[config.mk]
export PLATFORM = sky130hd
export DESIGN_NAME = lsu_mem_access
export DESIGN_NICKNAME = d
export VERILOG_FILES = /design/src/rtl/lsu_pkg.sv /design/src/rtl/lsu_align.sv /design/src/rtl/lsu_mem_access.sv
export SDC_FILE = /design/constraint.sdc
export NUM_CORES = 1
export LEC_CHECK = 0
export ABC_AREA = 1
export BUFFER_PORTS_ARGS = -buffer_cell sky130_fd_sc_hd__buf_4
export CAP_MARGIN = 30
export CORE_MARGIN = 2
export CORE_UTILIZATION = 38
export DETAILED_ROUTE_END_ITERATION = 12
export PLACE_DENSITY = 0.66
export SKIP_CTS_REPAIR_TIMING = 1
export SLEW_MARGIN = 25
export SYNTH_ARGS = -nofsm -noshare
export SYNTH_HDL_FRONTEND = slang
export SYNTH_SLANG_ARGS = --single-unit
[constraint.sdc]
create_clock -name clk -period 2.75 [get_ports clk]
set_input_delay 0.55 -clock clk [delete_from_list [all_inputs] [get_ports clk]]
set_output_delay 0.55 -clock clk [all_outputs]
set_load 0.1 [all_outputs]
[src/rtl/lsu_pkg.sv]
// Shared types and helpers for the multi-cycle load/store unit.
package lsu_pkg;

  typedef enum logic [1:0] {
    SZ_BYTE  = 2'b00,
    SZ_HALF  = 2'b01,
    SZ_WORD  = 2'b10,
    SZ_DWORD = 2'b11
  } lsu_size_e;

  typedef enum logic [1:0] {
    ERR_OK       = 2'b00,
    ERR_MISALIGN = 2'b01,
    ERR_SIZE     = 2'b10,
    ERR_TIMEOUT  = 2'b11
  } lsu_err_e;

  typedef enum logic [2:0] {
    IDLE  = 3'd0,
    ISSUE = 3'd1,
    WAIT  = 3'd2,
    RESP  = 3'd3,
    ERR   = 3'd4
  } lsu_state_e;

  // Byte-enable pattern for an access of the given size at lane offset 0.
  function automatic logic [7:0] size_mask(input lsu_size_e size);
    logic [7:0] m;
    case (size)
      SZ_BYTE: m = 8'h01;
      SZ_HALF: m = 8'h03;
      SZ_WORD: m = 8'h0F;
      default: m = 8'hFF;
    endcase
    return m;
  endfunction

  // True when the low address bits are not a multiple of the access size.
  function automatic logic misaligned(input lsu_size_e size, input logic [2:0] ea_lo);
    logic bad;
    case (size)
      SZ_BYTE: bad = 1'b0;
      SZ_HALF: bad = ea_lo[0];
      SZ_WORD: bad = |ea_lo[1:0];
      default: bad = |ea_lo[2:0];
    endcase
    return bad;
  endfunction

endpackage

[src/rtl/lsu_align.sv]
// Lane steering for the LSU: store-data replication and byte enables on the
// way out, lane extraction and sign/zero extension on the way back.
module lsu_align
  import lsu_pkg::*;
#(
  parameter int XLEN = 32
) (
  input  lsu_size_e                    size,
  input  logic                         zext,
  input  logic [$clog2(XLEN/8)-1:0]    offset,
  input  logic [XLEN-1:0]              store_data,
  output logic [XLEN/8-1:0]            be,
  output logic [XLEN-1:0]              wdata,
  input  logic [XLEN-1:0]              load_raw,
  output logic [XLEN-1:0]              load_data
);

  localparam int NB = XLEN / 8;

  logic [XLEN-1:0] lane;

  assign be   = NB'(size_mask(size)) << offset;
  assign lane = load_raw >> {offset, 3'b000};

  // Replicate the store operand into every lane it could land in.
  always_comb begin
    wdata = '0;
    case (size)
      SZ_BYTE: wdata = {(XLEN/8){store_data[7:0]}};
      SZ_HALF: wdata = {(XLEN/16){store_data[15:0]}};
      SZ_WORD: wdata = {(XLEN/32){store_data[31:0]}};
      default: wdata = store_data;
    endcase
  end

  // Pull the addressed lane down to bit 0 and extend it to XLEN.
  always_comb begin
    load_data = '0;
    case (size)
      SZ_BYTE: begin
        if (zext) load_data = XLEN'(lane[7:0]);
        else      load_data = XLEN'($signed(lane[7:0]));
      end
      SZ_HALF: begin
        if (zext) load_data = XLEN'(lane[15:0]);
        else      load_data = XLEN'($signed(lane[15:0]));
      end
      SZ_WORD: begin
        if (zext) load_data = XLEN'(lane[31:0]);
        else      load_data = XLEN'($signed(lane[31:0]));
      end
      default: load_data = lane;
    endcase
  end

endmodule

[src/rtl/lsu_mem_access.sv]
// Multi-cycle load/store unit: accepts one op at a time from issue, performs
// a single memory transaction and hands the result to writeback.
// Optional: define LSU_TIMEOUT_EN to bound the time spent in ISSUE+WAIT.
//
// Handshakes: every channel transfers on a cycle where valid && ready are
// both high at the rising edge. A producer holds valid and all payload
// fields stable until that edge and never drops valid early; the unit's
// own ready (req_ready) does not depend on req_valid.
module lsu_mem_access
  import lsu_pkg::*;
#(
  parameter int XLEN           = 32,
  parameter int TIMEOUT_CYCLES = 255
) (
  input  logic                clk,
  input  logic                rst,
  input  logic                req_valid,
  output logic                req_ready,
  input  logic                req_is_load,
  input  logic [1:0]          req_size,
  input  logic                req_unsigned,
  input  logic [4:0]          req_rd,
  input  logic [11:0]         imm,
  input  logic [XLEN-1:0]     rs1_data,
  input  logic [XLEN-1:0]     rs2_data,
  input  logic                is_rs1_fwd,
  input  logic                is_rs2_fwd,
  input  logic [XLEN-1:0]     rs1_fwd_data,
  input  logic [XLEN-1:0]     rs2_fwd_data,
  output logic                mem_req_valid,
  input  logic                mem_req_ready,
  output logic                mem_we,
  output logic [XLEN-1:0]     mem_addr,
  output logic [XLEN/8-1:0]   mem_be,
  output logic [XLEN-1:0]     mem_wdata,
  input  logic                mem_rsp_valid,
  input  logic [XLEN-1:0]     mem_rsp_rdata,
  output logic                wb_valid,
  input  logic                wb_ready,
  output logic [4:0]          wb_rd,
  output logic [XLEN-1:0]     wb_data,
  output logic                wb_is_load,
  output logic [1:0]          wb_err,
  output logic                busy
);

  localparam int NB   = XLEN / 8;
  localparam int OFFW = $clog2(NB);

  lsu_state_e state_q, state_d;
  lsu_err_e   err_q, err_d;

  logic [XLEN-1:0] ea_q, rs2_q, rdata_q;
  lsu_size_e       size_q;
  logic [4:0]      rd_q;
  logic            uns_q, load_q;

  logic [XLEN-1:0] rs1_op, rs2_op, ea_d;
  lsu_size_e       req_size_e;
  logic            accept, size_bad, align_bad, tmo_hit;

  logic [NB-1:0]   be_al;
  logic [XLEN-1:0] wdata_al, load_al;

  // Operand selection and effective address; the add wraps silently.
  assign rs1_op     = is_rs1_fwd ? rs1_fwd_data : rs1_data;
  assign rs2_op     = is_rs2_fwd ? rs2_fwd_data : rs2_data;
  assign ea_d       = rs1_op + XLEN'($signed(imm));
  assign req_size_e = lsu_size_e'(req_size);

  assign req_ready  = (state_q == IDLE);
  assign accept     = req_valid && req_ready;
  assign size_bad   = (req_size_e == SZ_DWORD) && (XLEN == 32);
  assign align_bad  = misaligned(req_size_e, ea_d[2:0]);

`ifdef LSU_TIMEOUT_EN
  logic [31:0] tmo_q;

  assign tmo_hit = ((state_q == ISSUE) || (state_q == WAIT)) &&
                   (tmo_q == 32'(TIMEOUT_CYCLES - 1));

  // Count cycles spent waiting on memory; restarts with every new op.
  always_ff @(posedge clk) begin
    if (rst) begin
      tmo_q <= '0;
    end else if (accept) begin
      tmo_q <= '0;
    end else if ((state_q == ISSUE) || (state_q == WAIT)) begin
      tmo_q <= tmo_q + 32'd1;
    end
  end
`else
  assign tmo_hit = 1'b0;
`endif

  // State and error-code register.
  always_ff @(posedge clk) begin
    if (rst) begin
      state_q <= IDLE;
      err_q   <= ERR_OK;
    end else begin
      state_q <= state_d;
      err_q   <= err_d;
    end
  end

  // Next-state logic; errors detected at accept skip the memory entirely.
  always_comb begin
    state_d = state_q;
    err_d   = err_q;
    case (state_q)
      IDLE: begin
        if (accept) begin
          if (size_bad) begin
            state_d = ERR;
            err_d   = ERR_SIZE;
          end else if (align_bad) begin
            state_d = ERR;
            err_d   = ERR_MISALIGN;
          end else begin
            state_d = ISSUE;
            err_d   = ERR_OK;
          end
        end
      end
      ISSUE: begin
        if (tmo_hit) begin
          state_d = RESP;
          err_d   = ERR_TIMEOUT;
        end else if (mem_req_ready) begin
          state_d = WAIT;
        end
      end
      WAIT: begin
        if (tmo_hit) begin
          state_d = RESP;
          err_d   = ERR_TIMEOUT;
        end else if (mem_rsp_valid) begin
          state_d = RESP;
        end
      end
      RESP, ERR: begin
        if (wb_ready) state_d = IDLE;
      end
      default: state_d = IDLE;
    endcase
  end

  // Capture the op on accept and the read data on the accepted response.
  always_ff @(posedge clk) begin
    if (rst) begin
      ea_q    <= '0;
      rs2_q   <= '0;
      rdata_q <= '0;
      size_q  <= SZ_BYTE;
      rd_q    <= '0;
      uns_q   <= 1'b0;
      load_q  <= 1'b0;
    end else begin
      if (accept) begin
        ea_q   <= ea_d;
        rs2_q  <= rs2_op;
        size_q <= req_size_e;
        rd_q   <= req_rd;
        uns_q  <= req_unsigned;
        load_q <= req_is_load;
      end
      if ((state_q == WAIT) && mem_rsp_valid && !tmo_hit) begin
        rdata_q <= mem_rsp_rdata;
      end
    end
  end

  lsu_align #(.XLEN(XLEN)) u_align (
    .size       (size_q),
    .zext       (uns_q),
    .offset     (ea_q[OFFW-1:0]),
    .store_data (rs2_q),
    .be         (be_al),
    .wdata      (wdata_al),
    .load_raw   (rdata_q),
    .load_data  (load_al)
  );

  // Output decode; payloads are forced to zero outside their valid states.
  always_comb begin
    mem_req_valid = 1'b0;
    mem_we        = 1'b0;
    mem_addr      = '0;
    mem_be        = '0;
    mem_wdata     = '0;
    wb_valid      = 1'b0;
    wb_rd         = '0;
    wb_data       = '0;
    wb_is_load    = 1'b0;
    wb_err        = ERR_OK;
    if (state_q == ISSUE) begin
      mem_req_valid = 1'b1;
      mem_we        = !load_q;
      mem_addr      = {ea_q[XLEN-1:OFFW], {OFFW{1'b0}}};
      mem_be        = be_al;
      mem_wdata     = wdata_al;
    end
    if ((state_q == RESP) || (state_q == ERR)) begin
      wb_valid   = 1'b1;
      wb_rd      = rd_q;
      wb_is_load = load_q;
      wb_err     = err_q;
      if ((state_q == RESP) && (err_q == ERR_OK) && load_q) wb_data = load_al;
    end
  end

  assign busy = (state_q != IDLE);

endmodule
Word level (Yosys, flattened, before mapping):

Index checks and enable logic that the tools add are counted.

* $add $sub $neg: 1
* multiply operators: 0
* div/mod/pow operators: 0
* $lt $le $gt $ge: 0
* equality and inequality tests: 13
* shift operators: 2
* muxes and demuxes: 28
* bitwise logic cells: 0
* reductions and logical operators: 16

Operators with widths (count)
* $mux 32: 8
* $pmux 32 s2: 2
* $add 32x32->32: 1
* $shr 32x5->32: 1
* $mux 3: 6
* $pmux 3 s4: 1
* $pmux 4 s3: 1
* $eq 2x2->1 const B: 3
* $eq 3x2->1 const B: 2
* $logic_not 2->1: 3
* $ne 2x2->1 const B: 3
* $mux 1: 5
* $mux 5: 1
* $eq 2x1->1 const B: 2
* $logic_and 1x1->1: 4
* $mux 2: 2
* $mux 4: 1
* $reduce_and 4->1: 1
* $reduce_or 2->1: 2
* $shl 4x2->4: 1
* $eq 3x1->1 const B: 1
* $eq 3x3->1 const B: 1
* $logic_not 3->1: 1
* $pmux 1 s3: 1
* other kinds (6): 6

* bits in registers: 110
* latch bits: 0
* RAM bits: 0
* memory bits (read-only): 0
* word-level logic and storage cells: 69
* memories: 0

Longest topological paths before layout:

Gate-level depths: netlist of the first run.

* depth in word-level cells: 8
* mapped depth: 16
* depth with buffers taken out: 14

Hierarchy:

Synthesis of the first run repeated with hierarchy kept, for this count alone.

* cells, all modules: 1524
* area total of the unflattened synthesis: 9183.8 um2

By module, submodules not included
* lsu_mem_access: instances 1, cells each 1273, area an instance 7957.6 um2, sequential area each 2202.1 um2
* lsu_align: instances 1, cells each 251, area an instance 1226.2 um2, sequential area each 0.0 um2

Worst setup path after synthesis of the first run:

OpenSTA, ideal clock, no wires.

* kind: register to output
* start: reg ea_q[0]
* end: out mem_be[2]
* data arrival time: 3.151 ns
* path slack: -0.951 ns
* stages on the path, launching flop included: 5
* path through: dfxtp_1 buf_6 clkbuf_1 clkbuf_1 a221oi_1

* cells in the longest elaborated chain, start to end: 2

RTL lines
* start, declared: RTL line lsu_mem_access.sv:53 `logic [XLEN-1:0] ea_q, rs2_q, rdata_q;`
* start signal, assigned: RTL line lsu_mem_access.sv:152 `ea_q <= '0;`
* start signal, assigned: RTL line lsu_mem_access.sv:161 `ea_q <= ea_d;`
* $shl 4x2->4: RTL line lsu_align.sv:22 `assign be = NB'(size_mask(size)) << offset;`
* $mux 4: RTL line lsu_mem_access.sv:197 `if (state_q == ISSUE) begin`
* end, declared: RTL line lsu_mem_access.sv:34 `output logic [XLEN/8-1:0] mem_be,`

Every way passes these cells.

Final worst setup path of the first run:

* start: reg size_q[1]
* end: out mem_wdata[14]

* cells in the longest elaborated chain, start to end: 3
* elaborated cells on any way between the ends: 4
* those cells by class: eq/ne: 1; mux: 2; reduce/logical: 1

RTL lines
* start, declared: RTL line lsu_mem_access.sv:54 `lsu_size_e size_q;`
* start signal, assigned: RTL line lsu_mem_access.sv:163 `size_q <= req_size_e;`
* $eq 2x1->1 or $logic_not 2->1 (tied branches): RTL line lsu_align.sv:28 `case (size)`
* $pmux 32 s2 *: RTL line lsu_align.sv:28
* $mux 32 *: RTL line lsu_mem_access.sv:197
* end, declared: RTL line lsu_mem_access.sv:35 `output logic [XLEN-1:0] mem_wdata,`

Mark *: on every way between the ends. The rest lies on a longest branch, timed or not.

==> flow_summary.toml, run 1 <==
[run_status]
status = "finished, final reports clean"

[setup_path]
critPathMaxFanout = 12
worstPathCellList = "nor2_2, inv_2, buf_4, o21ai_0, a21oi_4, buf_4"
crit_arrival_ps = 2090
endpoint_kind = "primary output"
path_buf_inv = 3
crit_type = "flop to primary output"
cp-start-kind = "flop"
max_stage_delay_ps = 470
critPathTopFamily = "buffers and inverters"
critPathMostFrequentCell = "buf_4"
required_ps = 2200
cpMaxStageDelayCell = "dfxtp_1"

[floorplan]
die_area_sq_um = 23500
initial_core_util_pct = 38.8
die_y_um = 153
num_io_pins = 302
rows = 54
core_area_sq_um = 21900
die_w_um = 153

[placement]
hpwl_um = 22600
io_buffers = 299
gp_congestion = 0.960

[synth]
netlist_area_sq_um = 8490
synth_edf_count = 0
synth_most_common_cell = "nand2_1"
yosysSeqAreaShare_pct = 26.0
synth_largest_area_cell = "dfxtp_1"
synth.distinct_cells = 41
synth-main-ff-cell = "dfxtp_1"
yosysWarnings = 0
synth_commonest_cells = "nand2_1, inv_1, a21oi_1"
synth-async-reset-ratio_pct = 0
avgSynthCellArea_sq_um = 6.05
synthTopCellsByArea = "dfxtp_1, nand2_1, inv_1"
synth_top_area_share_pct = 26.0
postSynthCellCount = 1402
ys_ff_latch = 110

[cells_and_area]
drive_gt1_share_pct = 28.5
final_nets = 1915
n_antenna_cell = 0
final_core_util_pct = 54.1
nFillCells = 2261
syn2layout_area_growth_pct = 39.6

[clock_tree]
clk_latency_ps = 360
clockBufferDepth = 2
tritoncts = "built"
htree_levels = 3
clkTransAtPathRegs_ps = 70
clock-root-buffer = "clkbuf_16"
numClockSinks = 110
cts_buffers = 9

[route]
drt-wirelength-per-cell_um = 14.4
via_count = 9643
dr.pass1.iters = 7
drc = 0
via_per_inst = 4.87
drt_iter0_markers = 469
antenna_left = 0
drt-total-wl_um = 28500

[global_routing]
grt_max_degree = 65
grt_pass1_wl_um = 46200
grt_pass1_vias = 9174
antenna_found_initial = 0
track_usage_pct = 23.9
grt-ovfl-total = 0

[run]
drv_cap = 0

[timing]
holdWs_ps = 445
tightest_slew_ps = 649
min_period_over_period_pct = 95.9
rsz0062_at_grt = "yes"
skew_ps = 8.70
slew_headroom_pct = 56.3
tns_ps = 0
setup_violations = 0
min_period_ps = 2640
fmax_mhz = 379
finalMaxSlewViolations = 0
hold_viol = 0

[pwr]
ir_drop_uv = 409
powerDensity_nw_per_um2 = 758
p_leak_nw = 5.97

[worst_hold_path]
min_path_type = "flop to flop"
[per-stage QoR]
step	instance area, sq um	total power, mW	worst slack, ps	cells
finish	11800	8.98	113	1979
global route	11800	9.60	-28.2	1979
CTS	11800	9.04	15.5	1979
detailed placement	11500	7.71	-119	1963
global placement	11500	7.64	-64.5	1963
floorplan	8840	6.34	-784	1403
[routing by layer]
metal / share of wire (%) / up-vias / global-route usage (%)
met5: 0 / - / 0
met4: 1.4 / 0 / 5.81
met3: 4.9 / 24 / 3.32
met2: 48 / 253 / 41.5
met1: 45 / 4344 / 31.4
li1: - / 5022 / -
[cells in the final DEF (no fill, tap or decap), types with 2 or more instances in the layout]
cell / count
inv_2: 8
a21oi_1: 164
nand4_1: 3
nor2_4: 17
clkbuf_16: 9
nor2_1: 113
a21oi_4: 7
nor3_2: 2
buf_6: 2
nor3_1: 3
dfxtp_1: 109
nand2_1: 296
inv_1: 254
buf_4: 341
xor2_1: 15
a21o_1: 2
clkinv_4: 4
o22ai_1: 9
nand3_2: 3
a21oi_2: 15
mux2_2: 32
a211oi_1: 3
buf_12: 4
o21bai_1: 3
nand2_2: 3
a31oi_2: 7
o21ai_1: 2
ha_1: 31
o21ai_0: 139
nor2_2: 19
conb_1: 2
mux2i_1: 15
nand3_1: 46
[registers in the layout, indices dropped and copies added, names as in the netlist]
| name | cells |
|---|---|
| ea_q | 32 |
| err_q | 2 |
| load_q | 1 |
| rd_q | 5 |
| rdata_q | 32 |
| rs2_q | 32 |
| size_q | 2 |
| state_q | 3 |
| uns_q | 1 |
[cells by family after synthesis]
group	count (synthesis)	share of synthesized area, %
compound gates	355	21.7
xor+xnor	16	1.65
fa+ha+maj	32	4.81
buf+inv	331	15.4
flops	110	26.0
mux	47	6.02
other cells	1	0.0442
simple gates	510	24.4
[worst register-to-register path: stages (launching register included)]
cell	delay, ps
dfxtp_1	470
inv_2	90
nand2_2	130
inv_2	60
nand2_2	80
buf_4	520
a21oi_1	150
o21ai_0	100
inv_1	50
[path summary, 6_finish.rpt]
path | startpoint | endpoint | slack [ps] | cells after the start
max | size_q[1] | mem_wdata[14] | 110 | 6
min | rdata_q[0] | rdata_q[0] | 450 | 2
max reg2reg | state_q[1] | ea_q[7] | 980 | 8
min reg2reg | rdata_q[0] | rdata_q[0] | 450 | 2
[layout make-up]
class	count	area [sq um]	share of cell area (%)
timing repair buffer	347	2660	22.5
tap	280	350	2.96
clock buffer	10	239	2.02
inverter	264	997	8.42
clock inverter	6	55.1	0.465
multi-input combinational	962	5340	45.1
sequential	110	2200	18.6
[report_power, final]
group	switching, mW	leakage, nW	internal [mW]	total (mW)
combinational	3.92	4.92	1.45	5.36
clock	0.654	0.145	0.657	1.31
sequential	0.270	0.904	2.03	2.30
total	4.84	5.97	4.13	8.98
Power figures use the tool's default switching activity.
==> inputs of run 2 (changes only) <==
--- a/config.mk
+++ b/config.mk
@@ -11,9 +11,10 @@
 export CORE_MARGIN = 2
 export CORE_UTILIZATION = 38
 export DETAILED_ROUTE_END_ITERATION = 12
-export PLACE_DENSITY = 0.66
+export PLACE_DENSITY = 0.65
 export SKIP_CTS_REPAIR_TIMING = 1
-export SLEW_MARGIN = 25
+export SLEW_MARGIN = 10
 export SYNTH_ARGS = -nofsm -noshare
 export SYNTH_HDL_FRONTEND = slang
+export SYNTH_HIERARCHICAL = 1
 export SYNTH_SLANG_ARGS = --single-unit
==> flow_summary.toml, run 2 <==
[synth]
synth_most_common_cell = "nand2_1"
synth_edf_count = 0
synth_top_area_share_pct = 24.0
postSynthCellCount = 1524
netlist_area_sq_um = 9180
yosysSeqAreaShare_pct = 24.0
avgSynthCellArea_sq_um = 6.03
synth-async-reset-ratio_pct = 0
yosysWarnings = 6
synth.distinct_cells = 44
synth_commonest_cells = "nand2_1, inv_1, nor2_1"
synth-main-ff-cell = "dfxtp_1"
ys_ff_latch = 110
synthTopCellsByArea = "dfxtp_1, nand2_1, inv_1"
synth_largest_area_cell = "dfxtp_1"

[timing]
hold_viol = 0
slew_headroom_pct = 49.0
skew_ps = 10.7
min_period_ps = 2610
setup_violations = 0
fmax_mhz = 383
min_period_over_period_pct = 95.0
setup_ws_ps = 138
rsz0062_at_grt = "yes"
finalMaxSlewViolations = 0
tightest_slew_ps = 765
holdWs_ps = 450
tns_ps = 0

[setup_path]
endpoint_kind = "primary output"
critPathMaxFanout = 18
crit_type = "flop to primary output"
crit_arrival_ps = 2060
cp-start-kind = "flop"
reg2reg_depth = 8
required_ps = 2200

[pwr]
combPwrFrac_pct = 60.5
powerDensity_nw_per_um2 = 780
p_int_mw = 4.30
p_sw_share_pct = 54.5
ir_drop_uv = 458
switching_power_mw = 5.14
total_power_mw = 9.44
p_clk_share_pct = 15.3
pwr-share-seq_pct = 24.2
p_leak_nw = 6.20

[floorplan]
core_area_sq_um = 23600
num_io_pins = 302
die_w_um = 159
die_area_sq_um = 25400
rows = 56
die_y_um = 159
initial_core_util_pct = 38.9

[route]
drt-wirelength-per-cell_um = 14.6
drc = 0
dr.pass1.iters = 5
antenna_left = 0
drt_iter0_markers = 599
via_per_inst = 4.78
via_count = 10074
drt-total-wl_um = 30700

[cells_and_area]
n_antenna_cell = 0
reg_top3 = "ea_q: 32 flops, rdata_q: 32 flops, rs2_q: 32 flops"
layout_commonest_cell = "nand2_1"
final_nets = 2006
final_cell_mix = "nand2_1, buf_4, inv_1"
syn2layout_area_growth_pct = 31.7
drive_gt1_share_pct = 27.0

[placement]
hpwl_um = 23800
dpl_worst_slack_ps = -3.04
io_buffers = 299
gp_congestion = 0.917

[run_status]
status = "finished, final reports clean"

[clock_tree]
htree_levels = 3
clk_latency_ps = 370
tritoncts = "built"
clock-root-buffer = "clkbuf_16"
clockBufferDepth = 2
numClockSinks = 110
cts_buffers = 9
clkTransAtPathRegs_ps = 80

[global_routing]
grt_pass1_vias = 9343
track_usage_pct = 23.5
grt_max_degree = 65
antenna_found_initial = 0
grt_pass1_wl_um = 48700
grt-ovfl-total = 0

[run]
drv_cap = 0

[worst_hold_path]
hold_depth = 3
min_path_type = "input port to flop"
## run 2: changes by cell type after synthesis, moves of 17 or more
cell / change
mux2i_1: +17
a21oi_1: -42
nand3_1: +61
clkbuf_1: -23
o21ai_0: -84
nand2_1: +91
nor2_1: +34
o21ai_1: +18
buf_2: +22
## run 2: metrics by stage
step                utilization, %  cell area [sq um]  instances
floorplan                        -               9330       1525
global placement              49.7              11700       2092
detailed placement            49.7              11700       2092
CTS                           51.1              12100       2108
global route                  51.2              12100       2109
finish                        51.2              12100       2109
## run 2: worst paths after layout
kind,startpoint,endpoint,slack (ps)
worst min-delay path,req_unsigned,uns_q,450
worst max register to register,state_q[2],rs2_q[28],920
worst max-delay path,size_q[1],mem_wdata[8],140
worst min register to register,ea_q[2],ea_q[2],460
## run 2: per-layer routing
metal	global-route usage, %	share of wire (%)	vias to the layer above
met5	0	0	-
met4	6.12	1.9	0
met3	3.78	5.6	31
met2	40.2	47	329
met1	30.6	45	4452
li1	-	-	5262
## run 2: kinds of logic after synthesis
kind of cell	share of synthesized area, %
muxes	7.29
other	0.0408
adders and majority gates	4.44
DFF	24.0
AOI/OAI and AO/OA	13.6
xor gates and xnor gates	1.43
and+or+nand+nor	32.4
buffers and inverters	16.8
## run 2: power by group through the flow
stage / clock network, mW / registers [mW] / logic [mW]
after floorplan: 0 / 2.22 / 4.50
after global placement: 0 / 2.30 / 5.62
after detailed placement: 0 / 2.31 / 5.66
after CTS: 1.50 / 2.27 / 5.67
after global routing: 1.54 / 2.33 / 6.21
final: 1.45 / 2.28 / 5.71
## run 2: area by class of cell
class                   count  area [sq um]
repair buffers            332          2520
clock buffers               9           225
clock inverters             7           100
fillers                  2460         11500
multi-input cells        1060          5620
well taps                 319           399
inverters                 272          1030
flip-flops and latches    110          2200
## run 2: worst max-delay path, stage by stage (launching register included)
cell     delay [ps]
dfxtp_1         350
inv_6           140
nand2_2         190
inv_2           290
nand2_1         150
o21ai_0         110
inv_1            70
nor2_2          100
buf_4           290
